File: src/rtl/ps2_pkg.sv
// ps2_pkg: PS/2 keyboard command/response bytes, sequencer states and retry-target helper
package ps2_pkg;
  localparam logic [7:0] CMD_RESET     = 8'hFF;
  localparam logic [7:0] CMD_SET_LEDS  = 8'hED;
  localparam logic [7:0] CMD_TYPEMATIC = 8'hF3;
  localparam logic [7:0] RSP_ACK       = 8'hFA;
  localparam logic [7:0] RSP_RESEND    = 8'hFE;
  localparam logic [7:0] RSP_BAT_OK    = 8'hAA;
  localparam logic [7:0] RSP_BAT_ERR   = 8'hFC;
  typedef enum logic [3:0] {
    INIT_SEND, INIT_ACK, INIT_BAT, READY, CMD_SEND, CMD_ACK, ARG_SEND, ARG_ACK, FAIL
  } state_t;
  function automatic state_t send_of(input state_t s);
    return s inside {CMD_SEND, CMD_ACK} ? CMD_SEND : s inside {ARG_SEND, ARG_ACK} ? ARG_SEND : INIT_SEND;
  endfunction
endpackage

File: src/rtl/ps2_timeout_counter.sv
// ps2_timeout_counter: down-counter (clk, reset, load/load_value, en) raising expired when it hits zero
module ps2_timeout_counter #(
  parameter int W = 8
) (
  input  logic         clk,
  input  logic         reset,
  input  logic         load,
  input  logic [W-1:0] load_value,
  input  logic         en,
  output logic         expired
);
  logic [W-1:0] count;
  always_ff @(posedge clk or posedge reset)
    if (reset) count <= '0;
    else if (load) count <= load_value;
    else if (en && !expired) count <= count - 1'b1;
  assign expired = count == '0;
endmodule

File: src/rtl/ps2_command_sequencer.sv
// ps2_command_sequencer: keyboard init + LED/typematic command FSM; requests in, command/handshake to PS/2 core, scan bytes and status out
module ps2_command_sequencer
  import ps2_pkg::*;
#(
  parameter int RESP_TIMEOUT_CYCLES = 2_500_000,
  parameter int BAT_TIMEOUT_CYCLES  = 50_000_000,
  parameter int MAX_RETRIES         = 3
) (
  input  logic       clk,
  input  logic       reset,
  input  logic       init_start,
  input  logic       led_update,
  input  logic [2:0] led_state,
  input  logic       typematic_update,
  input  logic [7:0] typematic_rate,
  output logic [7:0] the_command,
  output logic       send_command,
  input  logic       command_was_sent,
  input  logic       command_error,
  input  logic [7:0] received_data,
  input  logic       received_data_en,
  output logic [7:0] scan_data,
  output logic       scan_valid,
  output logic       busy,
  output logic       kbd_ready,
  output logic       error
);
  localparam int TW = $clog2(BAT_TIMEOUT_CYCLES + 1);
  localparam int RW = MAX_RETRIES < 1 ? 1 : $clog2(MAX_RETRIES + 1);
  state_t state, state_n;
  logic [RW-1:0] retry_cnt, retry_n;
  logic init_req, init_req_n, led_pend, led_pend_n, typ_pend, typ_pend_n;
  logic [2:0] led_val, led_val_n;
  logic [7:0] typ_val, typ_val_n, cur_cmd, cmd_n, cur_arg, arg_n;
  logic is_ack, done, got_ack, got_rsd, got_bat_ok, got_bat_err, consumed, fail_evt, abort;
  logic expired, tmo_load, tmo_en;
  logic [TW-1:0] tmo_value;
  assign tmo_load  = state_n != state && state_n inside {INIT_ACK, INIT_BAT, CMD_ACK, ARG_ACK};
  assign tmo_value = state_n == INIT_BAT ? TW'(BAT_TIMEOUT_CYCLES) : TW'(RESP_TIMEOUT_CYCLES);
  assign tmo_en    = is_ack || state == INIT_BAT;
  ps2_timeout_counter #(.W(TW)) u_timeout (
    .clk(clk), .reset(reset), .load(tmo_load), .load_value(tmo_value), .en(tmo_en), .expired(expired)
  );
  always_comb begin
    is_ack = state inside {INIT_ACK, CMD_ACK, ARG_ACK};
    done = send_command && (command_was_sent || command_error);
    got_ack = is_ack && received_data_en && received_data == RSP_ACK;
    got_rsd = is_ack && received_data_en && received_data == RSP_RESEND;
    got_bat_ok = state == INIT_BAT && received_data_en && received_data == RSP_BAT_OK;
    got_bat_err = state == INIT_BAT && received_data_en && received_data == RSP_BAT_ERR;
    consumed = got_ack || got_rsd || got_bat_ok || got_bat_err;
    // error wins over was_sent when the core reports both in one cycle
    fail_evt = (send_command && command_error) || got_rsd || (is_ack && expired && !got_ack);
    // an in-flight byte is never cut off; the abort waits for the core to finish it
    abort = (init_start || init_req) && !(send_command && !done);
    state_n = state;
    retry_n = retry_cnt;
    init_req_n = init_req || init_start;
    led_pend_n = led_pend || led_update;
    led_val_n = led_update ? led_state : led_val;
    typ_pend_n = typ_pend || typematic_update;
    typ_val_n = typematic_update ? typematic_rate & 8'h7F : typ_val;
    cmd_n = cur_cmd;
    arg_n = cur_arg;
    if (abort) begin
      state_n = INIT_SEND;
      retry_n = '0;
      init_req_n = 1'b0;
      led_pend_n = 1'b0;
      typ_pend_n = 1'b0;
    end else if (fail_evt) begin
      state_n = retry_cnt == RW'(MAX_RETRIES) ? FAIL : send_of(state);
      retry_n = retry_cnt + 1'b1;
    end else if (done) begin
      state_n = state == INIT_SEND ? INIT_ACK : state == CMD_SEND ? CMD_ACK : ARG_ACK;
    end else if (got_ack) begin
      state_n = state == INIT_ACK ? INIT_BAT : state == CMD_ACK ? ARG_SEND : READY;
      retry_n = '0;
    end else if (got_bat_ok) begin
      state_n = READY;
    end else if (got_bat_err || (state == INIT_BAT && expired)) begin
      state_n = FAIL;
    end else if (state == READY && led_pend_n) begin
      state_n = CMD_SEND;
      cmd_n = CMD_SET_LEDS;
      arg_n = {5'b0, led_val_n};
      led_pend_n = 1'b0;
      retry_n = '0;
    end else if (state == READY && typ_pend_n) begin
      state_n = CMD_SEND;
      cmd_n = CMD_TYPEMATIC;
      arg_n = typ_val_n;
      typ_pend_n = 1'b0;
      retry_n = '0;
    end
  end
  always_ff @(posedge clk or posedge reset) begin
    if (reset) begin
      state <= INIT_SEND;
      retry_cnt <= '0;
      init_req <= 1'b0;
      led_pend <= 1'b0;
      led_val <= '0;
      typ_pend <= 1'b0;
      typ_val <= '0;
      cur_cmd <= '0;
      cur_arg <= '0;
      the_command <= '0;
      send_command <= 1'b0;
      scan_data <= '0;
      scan_valid <= 1'b0;
      busy <= 1'b0;
      kbd_ready <= 1'b0;
      error <= 1'b0;
    end else begin
      state <= state_n;
      retry_cnt <= retry_n;
      init_req <= init_req_n;
      led_pend <= led_pend_n;
      led_val <= led_val_n;
      typ_pend <= typ_pend_n;
      typ_val <= typ_val_n;
      cur_cmd <= cmd_n;
      cur_arg <= arg_n;
      // dropping for one cycle after any completion gives the core a clean request edge
      send_command <= state_n inside {INIT_SEND, CMD_SEND, ARG_SEND} && !done;
      the_command <= state_n == INIT_SEND ? CMD_RESET : state_n == CMD_SEND ? cmd_n :
                     state_n == ARG_SEND ? arg_n : the_command;
      busy <= !(state_n inside {READY, FAIL});
      kbd_ready <= state_n inside {READY, CMD_SEND, CMD_ACK, ARG_SEND, ARG_ACK};
      error <= state_n == FAIL;
      scan_valid <= received_data_en && !consumed;
      if (received_data_en && !consumed) scan_data <= received_data;
    end
  end
endmodule

File: config.mk
export PLATFORM = sky130hd
export DESIGN_NAME = ps2_command_sequencer
export DESIGN_NICKNAME = d
export VERILOG_FILES = /design/src/rtl/ps2_pkg.sv /design/src/rtl/ps2_timeout_counter.sv /design/src/rtl/ps2_command_sequencer.sv
export SDC_FILE = /design/constraint.sdc
export NUM_CORES = 1
export LEC_CHECK = 0
export ABC_AREA = 1
export BUFFER_PORTS_ARGS = -buffer_cell sky130_fd_sc_hd__clkbuf_2
export CELL_PAD_IN_SITES_DETAIL_PLACEMENT = 1
export CELL_PAD_IN_SITES_GLOBAL_PLACEMENT = 2
export CORE_UTILIZATION = 33
export DETAILED_ROUTE_END_ITERATION = 7
export PLACE_DENSITY_LB_ADDON = 0.1
export SLEW_MARGIN = 30
export SYNTH_ARGS = -nofsm -noshare
export SYNTH_HDL_FRONTEND = slang
export SYNTH_HIERARCHICAL = 1
export SYNTH_SLANG_ARGS = --single-unit
File: constraint.sdc
create_clock -name clk -period 3.7 [get_ports clk]
set_input_delay 0.74 -clock clk [delete_from_list [all_inputs] [get_ports clk]]
set_output_delay 0.74 -clock clk [all_outputs]
set_load 0.05 [all_outputs]
After elaboration in Yosys (flattened, before gate mapping). Cells that the tools add are included.

RAM bits: 0. Output and inout port bits: 21. Register bits: 83. Memories kept: 0. Bits in latches: 0. Input port bits: 27. Bits in read-only memories: 0.

Shifts and indexed selects: 0. $add $sub $neg: 2. Muxes and demuxes: 63. Div/mod/pow operators: 0. Equal/unequal tests: 24. $mul: 0. Reduce and logical (&&, ||, !) cells: 49. Magnitude comparators: 0. Bitwise gates (word level): 0.

Operators by type and width (count): $mux W8 (20); $mux W26 (3); $mux W4 (9); $eq A4 B3 Y1 const B (8); $eq A8 B8 Y1 const B (4); $logic_not A26 Y1 (1); $sub A26 B1 Y26 const B (1); $logic_and A1 B1 Y1 (19); $mux W2 (9); $mux W3 (6); $eq A4 B2 Y1 const B (4); $mux W1 (16); $logic_or A1 B1 Y1 (11); $reduce_bool A5 Y1 (2); $eq A4 B1 Y1 const B (2); $logic_not A4 Y1 (2); $reduce_bool A2 Y1 (4); $logic_not A1 Y1 (6); $reduce_bool A3 Y1 (2); $eq A4 B4 Y1 const B (1); $ne A4 B2 Y1 const B (1); $ne A4 B4 Y1 (1); $ne A4 B4 Y1 const B (1); $reduce_and A4 Y1 (1); 4 further kinds (4).

Longest topological paths before layout. Gate-level depths: netlist (run 1).

Depth after elaboration: 14. Depth in mapped cells: 27.

Hierarchy. Netlist (run 1), hierarchy kept.

By module, submodules not included: ps2_command_sequencer (seq. area each 1426.4 um^2, cells an instance 494, times used 1, area an instance 3374.5 um^2); ps2_timeout_counter (seq. area each 650.6 um^2, cells an instance 335, times used 1, area an instance 2105.8 um^2).

Worst setup path before layout (run 1). OpenSTA, ideal clock, no wires.

Path type: reg2reg. From: reg u_timeout.count[0]. To: reg u_timeout.count[23]. Buffers on the path: 2. Arrival: 3.186 ns. Clock period less this slack: 3.311 ns. Required time: 3.575 ns. Cell stages (with the launch flop): 26. Setup slack: 0.389 ns. Cell sequence: dfrtp_1 -> inv_1 -> ha_1 -> nand2_1 -> nor2_1 -> nand3_1 -> nor2_1 -> nand3_1 -> nor2_1 -> nand3_1 -> inv_1 -> nand2_4 -> nand2_4 -> nor2_2 -> nand2_1 -> inv_2 -> nand3_1 -> nand2_1 -> nand2_1 -> nand2_1 -> nor2_1 -> clkbuf_1 -> buf_1 -> nor2_1 -> nand3_1 -> nand3_1.

Longest elaborated chain between the ends: 13. Elaborated cells between the ends (all ways): 26.

RTL lines: start, declared (RTL line ps2_timeout_counter.sv:12) `logic [W-1:0] count;`; start signal, assigned (RTL line ps2_timeout_counter.sv:15) `else if (load) count <= load_value;`; start signal, assigned (RTL line ps2_timeout_counter.sv:16) `else if (en && !expired) count <= count - 1'b1;`; $logic_not A26 Y1 * (RTL line ps2_timeout_counter.sv:17) `assign expired = count == '0;`; net expired (RTL line ps2_command_sequencer.sv:36) `logic expired, tmo_load, tmo_en;`; $logic_and A1 B1 Y1 (RTL line ps2_command_sequencer.sv:81) `end else if (got_bat_err || (state == INIT_BAT && expired)) begin`; $logic_or A1 B1 Y1 (RTL line ps2_command_sequencer.sv:81); $mux W4 (RTL line ps2_command_sequencer.sv:81); $mux W4 (RTL line ps2_command_sequencer.sv:79) `end else if (got_bat_ok) begin`; $mux W4 (RTL line ps2_command_sequencer.sv:76) `end else if (got_ack) begin`; $mux W4 (RTL line ps2_command_sequencer.sv:74) `end else if (done) begin`; $mux W4 * (RTL line ps2_command_sequencer.sv:71) `end else if (fail_evt) begin`; $mux W4 * (RTL line ps2_command_sequencer.sv:65) `if (abort) begin`; net state_n[0] (RTL line ps2_command_sequencer.sv:30) `state_t state, state_n;`; $eq A4 B1 Y1 (tied with other cells) (RTL line ps2_command_sequencer.sv:38) `assign tmo_load = state_n != state && state_n inside {INIT_ACK, INIT_BAT, CMD_ACK, ARG_ACK};`; $reduce_bool A4 Y1 (RTL line ps2_command_sequencer.sv:38); $logic_and A1 B1 Y1 * (RTL line ps2_command_sequencer.sv:38); net tmo_load (RTL line ps2_command_sequencer.sv:36); $mux W26 / $reduce_bool A2 Y1 (equally long branches).

The timed path passes the listed nets; every way through them passes the cells marked *. The select of a mux whose other input is x is not followed. A chain may end at the register's enable or synchronous reset.

Worst setup path in the final report (run 1).
From: reg u_timeout.count[0]. To: reg u_timeout.count[11].

The elaborated chain is that of the path after synthesis.

==> results of run 1 <==
[cells by family after synthesis]
| family | after synthesis | synth area share [%] |
|---|---|---|
| fa+ha+maj | 2 | 0.457 |
| flops | 83 | 37.9 |
| compound gates | 73 | 8.04 |
| other cells | 2 | 0.137 |
| xor+xnor | 2 | 0.320 |
| mux | 3 | 0.548 |
| simple gates | 538 | 43.5 |
| buf+inv | 126 | 9.09 |
[worst min-delay path by stage]
| stage | from | to | cells past startpoint |
|---|---|---|---|
| final | reset | u_timeout/count[0] | 2 |
| after detailed placement | typ_val[7] | typ_val[7] | 2 |
| after floorplan | typ_val[7] | typ_val[7] | 2 |
| after CTS | typ_val[7] | typ_val[7] | 2 |
| after global routing | typ_val[6] | typ_val[6] | 2 |
| after global placement | typ_val[7] | typ_val[7] | 2 |
[timing repair]
item / CTS / global route
hold buffers: 0 / 0
endpoints found under the setup margin: 0 / 26
resized for setup: 0 / 19
setup buffers: 0 / 1
[final cells by class]
cell class,instances,area share (%)
well taps,216,4.17
repair buffers,65,6.06
clock inverters,4,0.868
clock buffers,12,4.11
multi-input cells,632,46.5
repair inverters,1,0.0772
flip-flops and latches,83,32.0
inverters,106,6.21
[per-layer routing]
layer	global-route usage (%)	routed length, um	vias to the layer above	share of wire [%]
met5	0	0	-	0
li1	-	-	2702	-
met2	36.4	8230	41	50
met3	2.16	248	16	1.5
met4	7.91	278	0	1.7
met1	26.2	7810	2608	47
[cell usage in the layout (no fill, tap or decap), types with 2 or more instances in the layout]
cell | synthesis | final
nand2_1 | 313 | 313
inv_1 | 95 | 89
dfrtp_1 | 83 | 83
nor2_1 | 81 | 74
nand3_1 | 75 | 72
clkbuf_2 | 0 | 46
o21ai_0 | 35 | 35
nor2_2 | 17 | 21
nand2_2 | 16 | 16
buf_4 | 1 | 16
a21oi_1 | 15 | 15
inv_2 | 9 | 14
conb_1 | 2 | 14
o21ai_2 | 11 | 12
nand4_1 | 9 | 9
clkbuf_16 | 0 | 9
nand3_2 | 4 | 7
nor3_1 | 6 | 6
nor2_4 | 3 | 6
nand2_4 | 7 | 6
a21boi_0 | 4 | 4
mux2i_1 | 3 | 3
o211ai_1 | 3 | 3
clkbuf_8 | 0 | 3
nor2_8 | 2 | 2
or2_2 | 2 | 2
clkinv_4 | 0 | 2
xor2_1 | 2 | 2
nand3b_1 | 2 | 2
buf_6 | 2 | 2
[flip-flops by register name, indices dropped and copies added (netlist names)]
name             count
retry_cnt            2
typ_pend             1
led_val              3
cur_arg              8
kbd_ready            1
send_command         1
scan_data            8
cur_cmd              8
the_command          8
busy                 1
u_timeout/count     26
init_req             1
led_pend             1
typ_val              8
error                1
scan_valid           1
state                4
[Yosys cell counts, types with 6 or more instances]
master / number
o21ai_0: 35
nand4_1: 9
a21oi_1: 15
nand2_1: 313
clkbuf_1: 11
nor2_2: 17
nand2_4: 7
dfrtp_1: 83
nand3_1: 75
nand2_2: 16
inv_2: 9
inv_1: 95
nor2_1: 81
o21ai_2: 11
nor3_1: 6
[power breakdown]
part	switching, W	internal, W	leakage, nW
clock network	0.000403	0.000584	0.159
logic	0.00214	0.000966	2.32
registers	0.000259	0.00120	1.04
total	0.00281	0.00275	3.52
[critical path: stages, from the launching register on]
cell and delay [ns]:
dfrtp_1 0.38, inv_2 0.08, ha_2 0.19, nand2_1 0.08, nor2_2 0.13, nand3_2 0.13, nor2_4 0.15, nand3_2 0.09
nor2_4 0.14, nand3_2 0.10, inv_2 0.08, nand2_4 0.08, nand2_8 0.10, nor2_1 0.04, nand2_1 0.09, nand2_2 0.07
buf_4 0.16, inv_2 0.07, nand3_1 0.06, nand2_1 0.07, nand2_1 0.08, nor2_4 0.16, clkinvlp_4 0.23, nand2_4 0.18
buf_12 0.19, nand2_1 0.08, o21ai_2 0.06
[through the flow]
stage | instance area (um2) | worst slack, ns
floorplan | 5530 | 0.389
global placement | 6080 | 0.116
detailed placement | 6080 | 0.0212
CTS | 6410 | 0.000504
global route | 6480 | 0.000807
finish | 6480 | 0.324
==> results.py, run 1 <==
metrics = {
    "setup_path": {
        "reg2reg_to": "u_timeout/count[11]",
        "crit_path_end": "u_timeout/count[11]",
        "cp-startpoint": "u_timeout/count[0]",
        "required_ns": 3.98,
        "cp_max_fo": 21,
        "startpoint_type": "register",
        "cp.arrival_ns": 3.65,
        "ff2ff_setup_slack_ns": 0.32,
        "critPathKind": "register to register",
        "end_kind": "register",
        "reg2reg_depth": 26,
        "r2r_start": "u_timeout/count[0]",
    },
    "run": {
        "cap_violations": 0,
    },
    "hold_path": {
        "min_path_type": "input pin to async pin",
    },
    "cts": {
        "cts_tree": "built",
        "cts_root_buf": "clkbuf_16",
        "clk_pin_slew_ns": 0.07,
        "cts.sinks": 83,
        "h-tree-depth": 3,
        "clock_latency_ns": 0.35,
        "cts_max_path_buffers": 2,
        "cts_made_buffers": 9,
    },
    "detailed_routing": {
        "ant_nets": 0,
        "viasPerCell": 4.80,
        "wirelength_um": 16600,
        "drtPass1Iterations": 4,
        "vias": 5367,
        "avgRoutedWirePerCell_um": 14.8,
        "drc": 0,
        "drtIter0Drc": 192,
    },
    "synth": {
        "ys_types": 37,
        "synth_edf_count": 0,
        "synth_area_mm2": 0.00548,
        "synth_area_leaders": "dfrtp_1, nand2_1, nand3_1, inv_1, nor2_1",
        "synth_flop_cell": "dfrtp_1",
        "synthCells": 829,
        "synth-seq-cells": 83,
        "ys_warn_count": 6,
        "synth.top_cell.area_share_pct": 37.9,
        "ys_seq_area_share_pct": 37.9,
        "syn_avg_cell_area_um2": 6.61,
        "synth_top_area_cell": "dfrtp_1",
        "synthArstFlopShare_pct": 100,
    },
    "die": {
        "io_pins": 48,
        "die_w_um": 131,
        "die-area_mm2": 0.0171,
        "die_h_um": 131,
        "std_cell_rows": 46,
        "core_region_area_mm2": 0.0161,
        "initial_core_util_pct": 34.1,
    },
    "power": {
        "power.leakage_nw": 3.52,
        "p_per_area_mw_per_mm2": 856,
        "p_total_w": 0.00555,
        "max-vdd-ir-drop_mv": 0.325,
    },
    "global_routing": {
        "grt_max_degree": 38,
        "antenna_found_initial": 0,
        "grt_pass1_vias": 5502,
        "grt_use_total_pct": 20.8,
        "grt_pass1_wl_um": 27400,
        "overflow": 0,
    },
    "run_status": {
        "status": "complete, no violations",
    },
    "cells_and_area": {
        "antennaDiodeCount": 0,
        "fill_cells": 2095,
        "area_delta_synth_final_pct": 18.3,
        "multi_input_comb_area_mm2": 0.00301,
        "final_cell_count_no_fill": 1119,
        "regArea_mm2": 0.00208,
        "nets": 927,
        "drive_gt1_share_pct": 19.3,
        "final_util_pct": 40.4,
    },
    "timing": {
        "hold_viol": 0,
        "fin_crit_sh_pct": 91.2,
        "finalMaxSlewViolations": 0,
        "fin_tns_setup_ns": 0,
        "whs_ns": 0.469,
        "rsz0062_at_grt": "no",
        "setup_violations": 0,
        "tightest_slew_ns": 0.850,
        "fmax_ghz": 0.296,
        "maxSlewHeadroom_pct": 43.3,
        "min_period_ns": 3.38,
        "skew_ns": 0.00616,
    },
    "place": {
        "dpl.cell_count": 1101,
        "globalplace.congestion": 0.861,
        "portBuffers": 46,
        "hpwl_um": 12200,
    },
}
(Power assumes the default switching activity.)
==> run 2, diff against run 1 <==
CORE_MARGIN = 8   (was default)
SETUP_SLACK_MARGIN = 0.5   (was default)
TNS_END_PERCENT = 100   (was default)
==> results.py, run 2 (synthesis gave the netlist of run 1 again) <==
metrics = {
    "timing": {
        "min_period_ns": 3.06,
        "finalMaxSlewViolations": 0,
        "setup_violations": 0,
        "fin_crit_sh_pct": 82.6,
        "hold_viol": 0,
        "fin_tns_setup_ns": 0,
        "rsz0062_at_grt": "no",
        "skew_ns": 0.00981,
        "fmax_ghz": 0.327,
        "tightest_slew_ns": 0.649,
        "maxSlewHeadroom_pct": 56.7,
    },
    "die": {
        "io_pins": 48,
        "die-area_mm2": 0.0210,
        "die_w_um": 145,
        "die_h_um": 145,
        "std_cell_rows": 47,
        "core_region_area_mm2": 0.0164,
        "initial_core_util_pct": 33.4,
    },
    "cells_and_area": {
        "final_common_cell": "nand2_1",
        "final_area_mm2": 0.00676,
        "antennaDiodeCount": 0,
        "top_register": "u_timeout/count",
        "largest_register_ffs": 26,
        "multi_input_comb_area_mm2": 0.00309,
        "layout_common_cells": "nand2_1, inv_1, dfrtp_1",
        "regArea_mm2": 0.00208,
        "area_delta_synth_final_pct": 23.4,
        "fill_cells": 2101,
        "drive_gt1_share_pct": 21.7,
        "nets": 940,
    },
    "power": {
        "max-vdd-ir-drop_mv": 0.336,
        "p_per_area_mw_per_mm2": 888,
        "power.leakage_nw": 3.66,
    },
    "global_routing": {
        "overflow": 0,
        "grt_pass1_vias": 5789,
        "grt_use_total_pct": 17.3,
        "grt_pass1_wl_um": 28400,
        "grt_max_degree": 38,
        "antenna_found_initial": 0,
    },
    "detailed_routing": {
        "ant_nets": 0,
        "avgRoutedWirePerCell_um": 14.9,
        "viasPerCell": 4.72,
        "drtIter0Drc": 166,
        "wirelength_um": 17000,
        "drtPass1Iterations": 4,
        "vias": 5364,
        "drc": 0,
    },
    "cts": {
        "clk_pin_slew_ns": 0.07,
        "cts_tree": "built",
        "cts_root_buf": "clkbuf_16",
        "cts_made_buffers": 9,
        "cts_max_path_buffers": 2,
        "cts_hold_buf": 0,
        "cts.sinks": 83,
        "h-tree-depth": 3,
        "clock_latency_ns": 0.35,
    },
    "setup_path": {
        "critical_path.top_delay_family": "simple AND/OR/NAND/NOR gates",
        "startpoint_type": "register",
        "end_kind": "register",
        "cp.arrival_ns": 3.29,
        "cpMaxStageDelayCell": "dfrtp_1",
        "required_ns": 3.93,
        "critPathKind": "register to register",
        "crit_buf_inv": 5,
        "cp_max_fo": 5,
        "slowest_delay_ns": 0.39,
    },
    "run": {
        "cap_violations": 0,
    },
    "place": {
        "place_area_mm2": 0.00609,
        "globalplace.congestion": 0.834,
        "portBuffers": 46,
        "hpwl_um": 12100,
    },
    "hold_path": {
        "min_path_type": "input pin to async pin",
    },
    "run_status": {
        "status": "complete, no violations",
    },
}
run 2: changes by cell type in the layout (fill, tap and decap cells not counted), sizes merged:
cell,delta
clkinv,-1
inv,+2
clkbuf,-2
buf,+12
bufbuf,+2
run 2: worst register-to-register path: cells and delay by family (launching register included):
kind                     cells  cell delay, ns
AO/OA/AOI/OAI                3            0.26
adder cells (fa/ha/maj)      1            0.15
buffers and inverters        5            0.57
flip-flops                   1            0.39
AND/OR/NAND/NOR             17            1.56
run 2: layer usage:
metal | vias up | wire [um] | track usage, %
li1 | 2726 | - | -
met1 | 2578 | 8030 | 21.7
met2 | 43 | 8230 | 29.5
met3 | 17 | 429 | 2.30
met4 | 0 | 298 | 6.19
met5 | - | 0 | 0
run 2: area by class of cell:
class / instances / share of cell area [%]
multi-input cells: 632 / 45.6
repair buffers: 79 / 9.01
inverters: 106 / 5.98
clock buffers: 10 / 3.53
flip-flops and latches: 83 / 30.7
well taps: 220 / 4.07
clock inverters: 6 / 1.05
run 2: worst paths after layout:
check / start / to / slack (ns) / cells past startpoint
worst max-delay path: u_timeout/count[0] / u_timeout/count[5] / 0.64 / 26
worst min-delay path: reset / scan_data[6] / 0.40 / 2
worst max register to register: u_timeout/count[0] / u_timeout/count[5] / 0.64 / 26
worst min register to register: typ_val[7] / typ_val[7] / 0.47 / 2
max in group asynchronous: reset / the_command[7] / 2.43 / 3
min in group clk: typ_val[7] / typ_val[7] / 0.47 / 2
run 2: where the power goes:
part	internal, W	switching (W)	leakage, nW	total [W]
sequential	0.00120	0.000265	1.04	0.00146
combinational	0.00131	0.00227	2.47	0.00358
clock	0.000548	0.000412	0.146	0.000961
total	0.00306	0.00294	3.66	0.00600
run 2: repair_timing:
item	in CTS	in global routing
endpoints found under the setup margin	26	26
pin swaps	6	16
setup buffers	8	6
resized for setup	25	21
gates cloned	4	0
run 2: metrics by stage:
stage          setup WS, ns  total power (W)  cells  hold WS (ns)  util [%]
2_1_floorplan         0.562          0.00367    841         0.426         -
3_3_place_gp          0.280          0.00440   1102         0.448      37.1
3_5_place_dp          0.162          0.00453   1102         0.453      37.1
4_1_cts               0.519          0.00595   1130         0.402      40.6
5_1_grt               0.474          0.00653   1136         0.419      41.2
6_report              0.643          0.00600   1136         0.395      41.2
